**src/rtl/oci_dct_pkg.sv**
```systemverilog
// Shared widths, FSM states and DCT code constants for the OCI trace packer.
package oci_dct_pkg;

  localparam int ENTRY_W     = 2;
  localparam int MAX_ENTRIES = 15;
  localparam int BUF_W       = ENTRY_W * MAX_ENTRIES;
  localparam int CNT_W       = 4;
  localparam int DROP_W      = 8;

  typedef enum logic [1:0] {
    ST_RUN   = 2'd0,
    ST_DRAIN = 2'd1,
    ST_DONE  = 2'd2
  } dct_state_e;

  localparam logic [ENTRY_W-1:0] DCT_NT  = 2'b01;
  localparam logic [ENTRY_W-1:0] DCT_TK  = 2'b10;
  localparam logic [ENTRY_W-1:0] DCT_EXC = 2'b11;

  // Position a code at accumulator slot 'slot' (entry k occupies bits [2k+1:2k]).
  function automatic logic [BUF_W-1:0] place_code(input logic [ENTRY_W-1:0] code,
                                                  input logic [CNT_W-1:0]   slot);
    return BUF_W'(code) << (ENTRY_W * int'(slot));
  endfunction

endpackage

```
**src/rtl/oci_dct_frame_reg.sv**
```systemverilog
// Single-entry valid/ready holding register for packed DCT frames.
// Handshake: a frame leaves when valid & ready are both high at a clock edge;
// data/count are stable while valid & ~ready; a load may coincide with the
// handshake, in which case valid stays high with the new frame.
module oci_dct_frame_reg
  import oci_dct_pkg::*;
(
  input  logic             clk,
  input  logic             reset_n,
  input  logic             load,
  input  logic [BUF_W-1:0] load_data,
  input  logic [CNT_W-1:0] load_count,
  input  logic             ready,
  output logic             valid,
  output logic [BUF_W-1:0] data,
  output logic [CNT_W-1:0] count
);

  // Load a new frame or retire the current one on handshake.
  always_ff @(posedge clk or negedge reset_n) begin
    if (!reset_n) begin
      valid <= 1'b0;
      data  <= '0;
      count <= '0;
    end else if (load) begin
      valid <= 1'b1;
      data  <= load_data;
      count <= load_count;
    end else if (valid && ready) begin
      valid <= 1'b0;
    end
  end

endmodule

```
**src/rtl/final_project_soc_nios2_qsys_0_oci_dct_packer.sv**
```systemverilog
// DCT packer: collects 2-bit branch codes into a 15-entry accumulator, hands
// full or flushed accumulators to a frame register, and sequences the
// end-of-test drain.
module final_project_soc_nios2_qsys_0_oci_dct_packer
  import oci_dct_pkg::*;
(
  input  logic               clk,
  input  logic               reset_n,
  input  logic               trace_enable,
  input  logic               dct_in_valid,
  input  logic [ENTRY_W-1:0] dct_in_code,
  input  logic               flush_req,
  output logic               frame_valid,
  output logic [BUF_W-1:0]   frame_data,
  output logic [CNT_W-1:0]   frame_count,
  input  logic               frame_ready,
  output logic [BUF_W-1:0]   dct_buffer,
  output logic [CNT_W-1:0]   dct_count,
  input  logic               test_ending,
  output logic               test_has_ended,
  output logic               overflow,
  output logic [DROP_W-1:0]  drop_count,
  input  logic               overflow_clr
);

  localparam logic [CNT_W-1:0] FULL_CNT = CNT_W'(MAX_ENTRIES);

  dct_state_e state;
  logic       flush_pend;
  logic       accept;
  logic       acc_full;
  logic       acc_empty;
  logic       slot_free;
  logic       transfer;
  logic       drop;
  logic       flush_set;
  logic       flush_clr;

  assign accept    = dct_in_valid && trace_enable && (state == ST_RUN);
  assign acc_full  = (dct_count == FULL_CNT);
  assign acc_empty = (dct_count == '0);
  assign slot_free = !frame_valid || frame_ready;
  assign transfer  = slot_free && (acc_full || (flush_pend && !acc_empty));
  assign drop      = accept && acc_full && !transfer;

  // A flush started in the same cycle as a code write must still see that
  // code, so an empty accumulator only retires the flush when nothing is
  // being written.
  assign flush_set = flush_req || ((state == ST_RUN) && test_ending);
  assign flush_clr = transfer || (acc_empty && !accept);

  // Accumulator: transfer empties it (keeping a same-cycle code in slot 0);
  // otherwise accepted codes append until full.
  always_ff @(posedge clk or negedge reset_n) begin
    if (!reset_n) begin
      dct_buffer <= '0;
      dct_count  <= '0;
    end else if (transfer) begin
      dct_buffer <= accept ? place_code(dct_in_code, '0) : '0;
      dct_count  <= accept ? CNT_W'(1) : '0;
    end else if (accept && !acc_full) begin
      dct_buffer <= dct_buffer | place_code(dct_in_code, dct_count);
      dct_count  <= dct_count + CNT_W'(1);
    end
  end

  // Pending flush request, held until the accumulator has been handed off.
  always_ff @(posedge clk or negedge reset_n) begin
    if (!reset_n) begin
      flush_pend <= 1'b0;
    end else begin
      flush_pend <= flush_set || (flush_pend && !flush_clr);
    end
  end

  // Sticky overflow flag and saturating drop counter; clear wins over a drop.
  always_ff @(posedge clk or negedge reset_n) begin
    if (!reset_n) begin
      overflow   <= 1'b0;
      drop_count <= '0;
    end else if (overflow_clr) begin
      overflow   <= 1'b0;
      drop_count <= '0;
    end else if (drop) begin
      overflow <= 1'b1;
      if (drop_count != '1) drop_count <= drop_count + DROP_W'(1);
    end
  end

  // Run/drain/done sequencing with registered end-of-test flag.
  always_ff @(posedge clk or negedge reset_n) begin
    if (!reset_n) begin
      state          <= ST_RUN;
      test_has_ended <= 1'b0;
    end else begin
      case (state)
        ST_RUN: begin
          if (test_ending) state <= ST_DRAIN;
        end
        ST_DRAIN: begin
          if (acc_empty && !frame_valid) begin
            state          <= ST_DONE;
            test_has_ended <= 1'b1;
          end
        end
        ST_DONE: begin
          test_has_ended <= 1'b1;
        end
        default: state <= ST_RUN;
      endcase
    end
  end

  oci_dct_frame_reg u_frame_reg (
    .clk        (clk),
    .reset_n    (reset_n),
    .load       (transfer),
    .load_data  (dct_buffer),
    .load_count (dct_count),
    .ready      (frame_ready),
    .valid      (frame_valid),
    .data       (frame_data),
    .count      (frame_count)
  );

endmodule
```
**config.mk**
```make
export PLATFORM = sky130hd
export DESIGN_NAME = final_project_soc_nios2_qsys_0_oci_dct_packer
export DESIGN_NICKNAME = d
export VERILOG_FILES = /design/src/rtl/oci_dct_pkg.sv /design/src/rtl/oci_dct_frame_reg.sv /design/src/rtl/final_project_soc_nios2_qsys_0_oci_dct_packer.sv
export SDC_FILE = /design/constraint.sdc
export NUM_CORES = 1
export LEC_CHECK = 0
export CAP_MARGIN = 30
export CORE_MARGIN = 1
export CORE_UTILIZATION = 48
export DETAILED_ROUTE_END_ITERATION = 8
export GPL_ROUTABILITY_DRIVEN = 0
export PLACE_DENSITY = 0.76
export SYNTH_ARGS = -nofsm -noshare
export SYNTH_HDL_FRONTEND = slang
export SYNTH_SLANG_ARGS = --single-unit
export TNS_END_PERCENT = 50
```
**constraint.sdc**
```tcl
create_clock -name clk -period 2.5 [get_ports clk]
set_clock_uncertainty 0.05 [all_clocks]
set_input_delay 0.625 -clock clk [delete_from_list [all_inputs] [get_ports clk]]
set_output_delay 0.625 -clock clk [all_outputs]
set_load 0.05 [all_outputs]
```
* Word-level counts from Yosys, hierarchy flattened
Index checks and enable logic that the tools add are counted.
Cells by class: add/subtract/negate cells 2, equality and inequality tests 6, shift operators 1, multiplexer cells 18, bitwise logic cells 2, reductions and logical operators 33
Operators with widths (count):
- 2-to-1 mux 30 bit | 2
- bitwise OR 30 bit | 1
- << shifter 2 x 5 -> 30 bit | 1
- 2-to-1 mux 8 bit | 3
- logical AND 1 bit | 12
- nonzero test 2 bit | 5
- adder 8 x 1 -> 8 bit, second input constant | 1
- 2-to-1 mux 4 bit | 2
- != test 8 bit, second input constant | 1
- zero test 1 bit | 6
- 2-to-1 mux 1 bit | 6
- 2-to-1 mux 2 bit | 3
- case mux 2 bit (3 select lines) | 1
- logical OR 1 bit | 5
- adder 4 x 1 -> 4 bit, second input constant | 1
- equality test 4 bit, second input constant | 1
- zero test 4 bit | 1
- != test 2 bit, second input constant | 2
- AND reduction 2 bit | 2
- AND reduction 3 bit | 1
- equality test 2 x 1 -> 1 bit, second input constant | 1
- equality test 2 bit, second input constant | 1
- zero test 2 bit | 1
- case mux 1 bit (2 select lines) | 1
- NOT 1 bit | 1
Storage, ports and cells: register bits 82, bits of input ports 10, output and inout port bits 79, word-level logic and storage cells 72

* Longest topological paths before layout
depth in word-level cells 9, mapped depth 9, gate-level depth less buffers 6

* Modules after synthesis
Synthesis repeated with hierarchy kept, for this count alone.
Second synthesis, totals: cells, all modules 285, area, all modules 3578.4 sq um
Modules (own cells, without submodules):
- final_project_soc_nios2_qsys_0_oci_dct_packer | instances 1, cells each 210, area an instance 2128.3 sq um, seq. area each 1176.1 sq um
- oci_dct_frame_reg | instances 1, cells each 75, area an instance 1450.1 sq um, seq. area each 875.8 sq um

* Worst setup path before layout
No wires, ideal clock.
path type register -> register, start reg dct_count[0], end reg u_frame_reg.count[1], library setup time 0.125 ns, arrival time 2.187 ns, data required time 2.325 ns, setup slack 0.139 ns, stages on the path, launching flop included 9, buffers on the path 2, clock period less this slack 2.361 ns, cells stage by stage dfrtp_1 > clkbuf_1 > inv_1 > ha_1 > nand2b_1 > a21oi_1 > nor2_1 > buf_2 > mux2_2
On the way: word-level cells in the longest chain between the ends 5, elaborated cells between the ends (all ways) 6, classes of those cells 1 x eq/ne; 5 x reduce/logical
Ends and longest elaborated chain:
- from (decl) | line final_project_soc_nios2_qsys_0_oci_dct_packer.sv:18 | output logic [CNT_W-1:0] dct_count,
- from (signal assigned) | line final_project_soc_nios2_qsys_0_oci_dct_packer.sv:60 | dct_count <= accept ? CNT_W'(1) : '0;
- from (signal assigned) | line final_project_soc_nios2_qsys_0_oci_dct_packer.sv:63 | dct_count <= dct_count + CNT_W'(1);
- zero test 4 bit | line final_project_soc_nios2_qsys_0_oci_dct_packer.sv:41 | assign acc_empty = (dct_count == '0);
- zero test 1 bit | line final_project_soc_nios2_qsys_0_oci_dct_packer.sv:43 | assign transfer = slot_free && (acc_full || (flush_pend && !acc_empty));
- logical AND 1 bit | line final_project_soc_nios2_qsys_0_oci_dct_packer.sv:43
- logical OR 1 bit (*) | line final_project_soc_nios2_qsys_0_oci_dct_packer.sv:43
- logical AND 1 bit (*) | line final_project_soc_nios2_qsys_0_oci_dct_packer.sv:43
- to (signal assigned) | line oci_dct_frame_reg.sv:28 | count <= load_count;
- to (decl) | line oci_dct_frame_reg.sv:16 | output logic [CNT_W-1:0] count
Mark *: on every way between the ends. The rest lies on a longest branch, timed or not. A chain may end at the register's enable or synchronous reset.

* Worst setup path after layout
start reg dct_count[1], end out dct_count[1]
No word-level cell between the ends.

==> flow_summary.ini <==
[pwr]
clockPowerShare_pct = 23.8
p_per_area_nw_per_um2 = 940
p_leak_nw = 2.14
combinationalPowerShare_pct = 38.2
p_switching_mw = 1.71
seqPwrFrac_pct = 38.0
p_int_mw = 2.67
ir_worst_vdd_mv = 0.376
p_total_mw = 4.38
swShare_pct = 39.0

[die]
core_area_um2 = 6830
die_y_um = 86.3
die_w_um = 86.3
ios = 89
initial_utilization_pct = 49.9
dieArea_um2 = 7450
rows = 30

[routing]
wl_per_cell_um = 15.8
first_pass_iters = 4
ant_nets = 0
route.vias.total = 2590
drcViolationCount = 0
dr.first_iter.drc_count = 160
viasPerCell = 5.36
wirelength_um = 7640

[logic_synthesis]
ys_ff_latch = 82
synth_cell_types = 42
syn_inst = 285
synth_commonest_cells = dfrtp_1 (82), a21oi_1 (37), nor2_1 (33), mux2_2 (32), nand2_1 (11)
syn_area_um2 = 3410
synthArstFlopShare_pct = 100
synthesis.nets = 298
synth_top_cell_by_area = dfrtp_1
yosys.area.top_type_share_pct = 60.1
seq_area_frac_synth_pct = 60.1
synth_area_per_cell_um2 = 12.0
synthTopCellsByArea = dfrtp_1 (60%), mux2_2 (11%), a21oi_1 (5.4%), nor2_1 (3.6%), and3_1 (1.7%)
synth_enable_flop_cells = 0
yosysWarningCount = 0
synth.most_common_cell = dfrtp_1
synth_ff_type = dfrtp_1

[worst_setup_path]
slowest_stage = clkdlybuf4s50_1
rr_endpoint = u_frame_reg.data[12]$_DFFE_PN0N_
startpoint_type = flip-flop
r2r_start = dct_count[0]$_DFFE_PN0P_
crit_buf_inv = 1
cp_top_family = buffers and inverters
critPathRequiredTime_ns = 1.82
end_kind = primary output
rr_worst_depth = 7
worstPathMaxFanout = 11
critPathArrivalTime_ns = 1.75
path_cells = clkdlybuf4s50_1
crit_type = reg -> out
reg2reg_slack_ns = 0.29
slowest_delay_ns = 0.88

[global_route]
grt_pass1_wl_um = 12500
grt_pass1_vias = 2494
track_usage_pct = 21.9
antenna_found_initial = 0
grt_overflow = 0
grt_max_degree = 50

[cts]
cts_sinks = 82
htree_levels = 3
cts_resized = 0
clkTransAtPathRegs_ns = 0.08
numCtsBuffers = 9
cts_buffer_depth = 2
cts-root-buf = clkbuf_8
tritoncts = yes
insertion_delay_ns = 0.34
cts_setup_buffers = 0
cts_hold_buffers = 0

[sta]
slew_viol_final = 0
min_period_ns = 2.42
finalSetupViolations = 0
relSlewSlack_pct = 63.0
max_freq_ghz = 0.413
tns_ns = 0
tightestPinTransition_ns = 0.555
rsz0062_at_grt = false
fin_crit_sh_pct = 96.9
final-hold-violation-count = 0

[job]
drv_cap = 0

[place]
io_buffers = 88
hpwlAfterDp_um = 5380

[finish]
fill_cells = 530
drive_gt1_share_pct = 17.6
syn2layout_area_growth_pct = 36.5
n_antenna_cell = 0
final_nets = 395

[min_path]
min_path_type = in -> async

[outcome]
outcome = finished clean
how the worst max path moves through the flow:
stage / to / cells past startpoint / startpoint
after detailed placement: drop_count[7]$_DFFE_PN0P_ / 5 / dct_in_valid
after global routing: dct_count[1] / 1 / dct_count[1]$_DFFE_PN0P_
after global placement: u_frame_reg.data[12]$_DFFE_PN0N_ / 6 / frame_ready
final: dct_count[1] / 1 / dct_count[1]$_DFFE_PN0P_
after floorplan: u_frame_reg.count[1]$_DFFE_PN0N_ / 8 / dct_count[0]$_DFFE_PN0P_
after CTS: dct_count[3] / 1 / dct_count[3]$_DFFE_PN0P_
power groups by stage:
stage,clock network [mW],registers (mW),logic (mW)
final,1.04,1.67,1.67
after global routing,1.12,1.69,1.77
after CTS,1.06,1.67,1.68
after detailed placement,0,1.69,1.68
after global placement,0,1.69,1.66
after floorplan,0,2.18,0.628
registers in the layout (all words and copies together) (netlist names):
register           count
test_has_ended         1
dct_count              4
drop_count             8
state                  2
overflow               1
u_frame_reg.count      4
u_frame_reg.data      30
u_frame_reg.valid      1
dct_buffer            30
flush_pend             1
layout make-up:
type,count,area [µm²],area share (%)
sequential,82,2050,44.1
multi-input combinational,181,1250,26.9
timing repair buffer,100,986,21.2
clock buffer,10,128,2.74
tap,96,120,2.58
clock inverter,6,90.1,1.93
inverter,8,30.0,0.645
per-layer routing:
layer / vias up / routed length [µm] / GRT usage [%]
met5: - / 0 / 0
met4: 0 / 97 / 6.06
met3: 9 / 365 / 5.05
met2: 74 / 3690 / 34.5
met1: 1308 / 3480 / 30.9
li1: 1199 / - / -
through the flow:
| stage | setup slack [ns] | area, µm² | util (%) | hold slack [ns] | cells |
|---|---|---|---|---|---|
| floorplan | 0.139 | 3410 | - | 0.279 | 285 |
| global placement | 0.191 | 4440 | 64.9 | 0.409 | 467 |
| detailed placement | 0.0856 | 4440 | 64.9 | 0.408 | 467 |
| CTS | 0.0243 | 4650 | 68.1 | 0.232 | 483 |
| global route | 0.0146 | 4660 | 68.2 | 0.260 | 483 |
| finish | 0.0785 | 4660 | 68.2 | 0.224 | 483 |
cell usage in the layout (no fill, tap or decap), types with 2 or more instances in the layout:
master            n
o311ai_0          2
nand2b_1          2
o41ai_1           2
mux2i_1           3
or3_1             2
dlymetal6s2s_1    2
o21a_1            3
o31a_1            2
clkdlybuf4s50_1  85
nor4_1            2
dfrtp_1          82
or2_2             2
a21oi_1          37
nand3_1           6
o21ai_0           7
ha_1              3
nand2_1          11
bufinv_16         2
nand4_1           2
nor2_1           32
clkbuf_8          9
and3_1            9
inv_1             8
nor3_1            3
buf_4            12
mux2_2           32
o31ai_1           2
cells by family (layout without fill, tap and decap cells):
kind of cell | after synthesis | count (layout) | synth area share, %
XOR/XNOR | 1 | 1 | 0.257
AND/OR/NAND/NOR | 80 | 80 | 12.8
adder cells (fa/ha/maj) | 3 | 3 | 1.10
multiplexers | 36 | 36 | 11.8
flip-flops | 82 | 82 | 60.1
AO/OA/AOI/OAI | 61 | 61 | 10.6
buffers and inverters | 22 | 124 | 3.37
Note: power is estimated with default switching activity, not from simulation.
